## src/rtl/cfg_bus_arbiter.sv

```systemverilog
// Two-requester arbiter for the frame filter's config/status bus: round-robin
// grant, one-cycle command strobe, read-response routing with a timeout.
module cfg_bus_arbiter #(
  parameter int          TIMEOUT_CYC  = 1023,
  parameter logic [31:0] TIMEOUT_DATA = 32'hFFFF_FFFF
) (
  input  logic        i_clk,
  input  logic        i_rst,
  input  logic        i_req0_wr,
  input  logic        i_req0_rd,
  input  logic [18:0] iv_req0_addr,
  input  logic        i_req0_addr_fixed,
  input  logic [31:0] iv_req0_wdata,
  output logic        o_req0_ack,
  output logic        o_req0_rdata_valid,
  output logic        o_req0_timeout,
  output logic [31:0] ov_req0_rdata,
  input  logic        i_req1_wr,
  input  logic        i_req1_rd,
  input  logic [18:0] iv_req1_addr,
  input  logic        i_req1_addr_fixed,
  input  logic [31:0] iv_req1_wdata,
  output logic        o_req1_ack,
  output logic        o_req1_rdata_valid,
  output logic        o_req1_timeout,
  output logic [31:0] ov_req1_rdata,
  output logic [18:0] ov_addr,
  output logic        o_addr_fixed,
  output logic [31:0] ov_wdata,
  output logic        o_wr,
  output logic        o_rd,
  input  logic        i_rdata_wr,
  input  logic [18:0] iv_rdata_addr,
  input  logic [31:0] iv_rdata,
  output logic        o_busy
);

  typedef enum logic [1:0] {IDLE, ISSUE, WAIT_RD} state_t;

  localparam logic [15:0] CNT_LAST = 16'(TIMEOUT_CYC - 1);

  state_t      state;
  logic        last, gnt, is_rd;
  logic [15:0] cnt;

  logic pend0, pend1, gnt_nxt, rd_sel, rsp_hit, to_hit;

  always_comb begin
    pend0   = i_req0_wr | i_req0_rd;
    pend1   = i_req1_wr | i_req1_rd;
    // Under contention the requester not served last wins.
    gnt_nxt = (pend0 && pend1) ? ~last : pend1;
    // wr takes precedence when a requester raises both.
    rd_sel  = gnt_nxt ? (i_req1_rd & ~i_req1_wr) : (i_req0_rd & ~i_req0_wr);
    // ov_addr still holds the latched command address while waiting.
    rsp_hit = i_rdata_wr && (iv_rdata_addr == ov_addr);
    to_hit  = (cnt == CNT_LAST);
  end

  always_ff @(posedge i_clk) begin
    if (i_rst) begin
      state              <= IDLE;
      last               <= 1'b1;
      gnt                <= 1'b0;
      is_rd              <= 1'b0;
      cnt                <= '0;
      ov_addr            <= '0;
      o_addr_fixed       <= 1'b0;
      ov_wdata           <= '0;
      o_wr               <= 1'b0;
      o_rd               <= 1'b0;
      o_busy             <= 1'b0;
      o_req0_ack         <= 1'b0;
      o_req0_rdata_valid <= 1'b0;
      o_req0_timeout     <= 1'b0;
      ov_req0_rdata      <= '0;
      o_req1_ack         <= 1'b0;
      o_req1_rdata_valid <= 1'b0;
      o_req1_timeout     <= 1'b0;
      ov_req1_rdata      <= '0;
    end else begin
      o_wr               <= 1'b0;
      o_rd               <= 1'b0;
      o_req0_ack         <= 1'b0;
      o_req1_ack         <= 1'b0;
      o_req0_rdata_valid <= 1'b0;
      o_req1_rdata_valid <= 1'b0;
      o_req0_timeout     <= 1'b0;
      o_req1_timeout     <= 1'b0;
      case (state)
        IDLE: begin
          if (pend0 || pend1) begin
            gnt          <= gnt_nxt;
            last         <= gnt_nxt;
            is_rd        <= rd_sel;
            ov_addr      <= gnt_nxt ? iv_req1_addr       : iv_req0_addr;
            o_addr_fixed <= gnt_nxt ? i_req1_addr_fixed  : i_req0_addr_fixed;
            ov_wdata     <= gnt_nxt ? iv_req1_wdata      : iv_req0_wdata;
            // Strobe and ack become visible during the ISSUE cycle.
            o_wr         <= ~rd_sel;
            o_rd         <= rd_sel;
            o_req0_ack   <= ~gnt_nxt;
            o_req1_ack   <= gnt_nxt;
            o_busy       <= 1'b1;
            state        <= ISSUE;
          end
        end
        ISSUE: begin
          cnt <= '0;
          if (is_rd) begin
            state <= WAIT_RD;
          end else begin
            state  <= IDLE;
            o_busy <= 1'b0;
          end
        end
        WAIT_RD: begin
          if (rsp_hit || to_hit) begin
            if (gnt) begin
              ov_req1_rdata      <= rsp_hit ? iv_rdata : TIMEOUT_DATA;
              o_req1_rdata_valid <= 1'b1;
              o_req1_timeout     <= ~rsp_hit;
            end else begin
              ov_req0_rdata      <= rsp_hit ? iv_rdata : TIMEOUT_DATA;
              o_req0_rdata_valid <= 1'b1;
              o_req0_timeout     <= ~rsp_hit;
            end
            state  <= IDLE;
            o_busy <= 1'b0;
          end else begin
            cnt <= cnt + 16'd1;
          end
        end
        default: begin
          state  <= IDLE;
          o_busy <= 1'b0;
        end
      endcase
    end
  end

endmodule

```

## config.mk

```make
export PLATFORM = sky130hd
export DESIGN_NAME = cfg_bus_arbiter
export DESIGN_NICKNAME = d
export VERILOG_FILES = /design/src/rtl/cfg_bus_arbiter.sv
export SDC_FILE = /design/constraint.sdc
export NUM_CORES = 1
export LEC_CHECK = 0
export ABC_AREA = 1
export CORE_MARGIN = 3
export CORE_UTILIZATION = 37
export CTS_CLUSTER_DIAMETER = 30
export CTS_CLUSTER_SIZE = 12
export DETAILED_ROUTE_END_ITERATION = 16
export PLACE_DENSITY_LB_ADDON = 0.3
export SLEW_MARGIN = 40
export SYNTH_ARGS = -nofsm -noshare
export SYNTH_HDL_FRONTEND = slang
export SYNTH_SLANG_ARGS = --single-unit
```

## constraint.sdc

```tcl
create_clock -name i_clk -period 2.5 [get_ports i_clk]
set_clock_uncertainty 0.2 [all_clocks]
set_input_delay 0.75 -clock i_clk [delete_from_list [all_inputs] [get_ports i_clk]]
set_output_delay 0.75 -clock i_clk [all_outputs]
set_load 0.05 [all_outputs]
```

==> qor.csv, run 1 <==
metric,value,unit
Remaining DRCs,0,
Slew Limit Fails,0,
PortBufs,286,
r2r startpoint,ov_addr[18],
hold crit path type,register to register,
pre-CTS setup slack,-358,ps
Critical Path AT,2490,ps
vias per cell,4.64,
"Distinct cells, synth",31,
Non-Filler Instances,1658,
GRT Overall Usage,20.7,%
endpoints failing setup,0,
Num CTS Buffers,17,
xor and xnor area share after synthesis,1.32,%
register area,2920,sq um
clock buffer depth,2,
synthesized instance count,1113,
ANT nets after route,0,
clock sinks,146,
Design Power,6.42,mW
die height,147,um
CP Max Fanout,16,
Max Clock Freq,423,MHz
most frequent cell after synthesis,nand2_1,
peak supply drop,441,uV
Worst-path clk slew,70,ps
Rows,50,
initial antenna violation count,0,
leading area contributor after synthesis,dfxtp_1,
Startpoint Class,primary input,
final hold slack,288,ps
Worst Setup End Kind,register,
Die X,147,um
"EDFF count, synth",0,
area of the mapped netlist,7320,sq um
P&R area growth vs syn,50.1,%
CTS tree,yes,
Nets,1549,
syn avg cell area,6.58,sq um
initial detailed-routing violation count,363,
footprint of the multi-input gates,3260,sq um
Inst Count DP,1623,
total core area,19100,sq um
final hold vios,0,
routed len/inst,14.1,um
RSZ-0062 raised after global routing,false,
slack of the critical path,135,ps
Post-CTS Hold Buffers,0,
Worst-Margin Slew,582,ps
Synth Area in Simple Gates,32.8,%
register-to-register setup slack,550,ps
"top cells by count, synth","nand2_1 (293), inv_1 (182), dfxtp_1 (146), nor2_1 (103), nand4_1 (79)",
hold endpoint,last,
pwr/cell area,584,nW/um^2
Post-synth top flop,dfxtp_1,
Hold Startpoint,last,
syn_nets,1277,
R2R Path End,ov_req1_rdata[12],
Slew HR,61.1,%
DIE AREA,21500,sq um
warning count from the yosys run,0,
First-pass DRT Iterations,5,
hold depth,2,
antenna diode count,0,
mux cell area share after synthesis,0,%
"Seq/Total Area, Yosys",39.9,%
post-synth top area share,39.9,%
post-route cell area,11000,sq um
Detail Placement HPWL,16600,um
largest net degree at the start of global routing,67,
Static Leak,5.25,nW
root buffer cell,clkbuf_16,
Final min period,2360,ps
GR Overflow Total,0,
"FF+latch count, synth",146,
share of post-route cells with drive strength above 1,13.5,%
vias in the first global route,7160,
fillcell total,1821,
Post-synth ARST share,0,%
cells on worst reg2reg path,9,
largest family of logic cells by synthesized area,simple AND/OR/NAND/NOR gates,
Adder-Cell Fraction of Synth Area,0.342,%
Synth Area in Compound Gates,9.81,%
routed vias,7692,
I/O pins,287,
Critical Path RT,2620,ps
top post-synthesis cells by area,"dfxtp_1 (40%), nand2_1 (15%), inv_1 (9.3%)",
Placer Congestion,0.880,
Initial Utilization,38.4,%
Max Cap Viol,0,
first-pass GRT wire length,36400,um
Skew-Pair Late Insertion Delay,420,ps
Post-DP Area,10400,sq um
drt total wl,23400,um
CP Class,primary input to register,
final worst path period share,94.6,%
H-tree depth,4,
outcome,"complete, no violations",
[registers in the layout, indices dropped and copies added (netlist names), 2 cells and up]
register,flops
ov_addr,19
cnt,16
state,2
ov_req0_rdata,32
ov_req1_rdata,32
ov_wdata,32
[where the power goes]
group / switching (mW) / leakage (nW) / internal, mW
sequential: 0.0771 / 1.19 / 2.45
combinational: 0.892 / 3.80 / 0.549
clock: 1.07 / 0.259 / 1.39
[cell type report]
| type | count | area share, % |
|---|---|---|
| multi-input combinational | 682 | 29.7 |
| timing repair buffer | 322 | 28.2 |
| sequential | 146 | 26.6 |
| inverter | 216 | 7.42 |
| clock buffer | 19 | 3.94 |
| tap | 260 | 2.96 |
| clock inverter | 13 | 1.16 |
[critical path, stage by stage]
cell and delay [ps]:
clkdlybuf4s50_1 470, inv_1 40, nand2_1 50, nand2_1 60, nor2_2 130, nand2_1 80
nor2_2 160, nand3_4 130, inv_4 160, buf_6 220, nand4_1 100, nand2_1 90
nor2_1 40
[per-layer routing]
metal / vias up / share of wire [%] / GRT usage [%]
met5: - / 0 / 0
met2: 265 / 48 / 34.6
li1: 4024 / - / -
met1: 3367 / 42 / 24.8
met4: 0 / 2.3 / 7.15
met3: 36 / 8.1 / 7.14
[kinds of logic after synthesis]
group	after synthesis
adders and majority gates	2
and+or+nand+nor	540
AOI/OAI and AO/OA	129
xor gates and xnor gates	11
DFF	146
buffers and inverters	285
[timing repair]
action / 4_1_cts / 5_1_grt
resized for setup: 71 / 5
setup endpoints to repair: 71 / 66
buffers inserted: 0 / 0
cloned: 0 / 3
[worst max path at each step]
| stage | cells past startpoint | to | from |
|---|---|---|---|
| final | 13 | ov_req1_rdata[12] | iv_rdata_addr[2] |
| after detailed placement | 13 | ov_req0_rdata[9] | iv_rdata_addr[2] |
| after global routing | 13 | ov_req1_rdata[19] | iv_rdata_addr[13] |
| after floorplan | 13 | ov_req1_rdata[26] | iv_rdata_addr[13] |
| after global placement | 13 | ov_req1_rdata[28] | iv_rdata_addr[2] |
| after CTS | 1 | o_req1_rdata_valid | o_req1_rdata_valid |
[placed cells by master, fill, tap and decap left out, types with 2 or more instances in the layout]
cell type,netlist,routed
a21oi_1,16,16
a31oi_1,52,52
buf_12,0,11
buf_4,5,73
clkbuf_1,34,2
clkbuf_16,0,19
clkdlybuf4s50_1,0,161
clkinv_1,2,2
clkinv_2,0,2
clkinv_4,0,2
clkinvlp_4,0,5
dfxtp_1,146,146
dlygate4sd2_1,0,71
dlymetal6s2s_1,0,3
ha_1,2,2
inv_1,182,180
inv_2,32,32
inv_6,0,3
nand2_1,293,293
nand2_2,22,22
nand3_1,25,25
nand3_4,3,3
nand4_1,79,79
nor2_1,103,102
nor2_2,6,6
nor3_1,4,4
nor3_2,2,2
o21ai_0,57,56
xnor2_1,5,5
xor2_1,6,6
[metrics by stage]
step	util (%)	TNS, ps
3_5_place_dp	54.7	-24180
6_report	57.6	0
3_3_place_gp	54.7	-21520
5_1_grt	57.6	0
2_1_floorplan	-	0
4_1_cts	57.2	0
Power figures use the tool's default switching activity.
==> inputs of run 2 (changes only) <==
SKIP_LAST_GASP = 1   (was unset)
==> results of run 2 <==
No change in the layout: final DEF, timing and power equal those of run 1.
==> inputs of run 3 (changes only) <==
CTS_CLUSTER_DIAMETER = unset   (was 30)
==> results of run 3 <==
No change in the layout: final DEF, timing and power equal those of run 1.
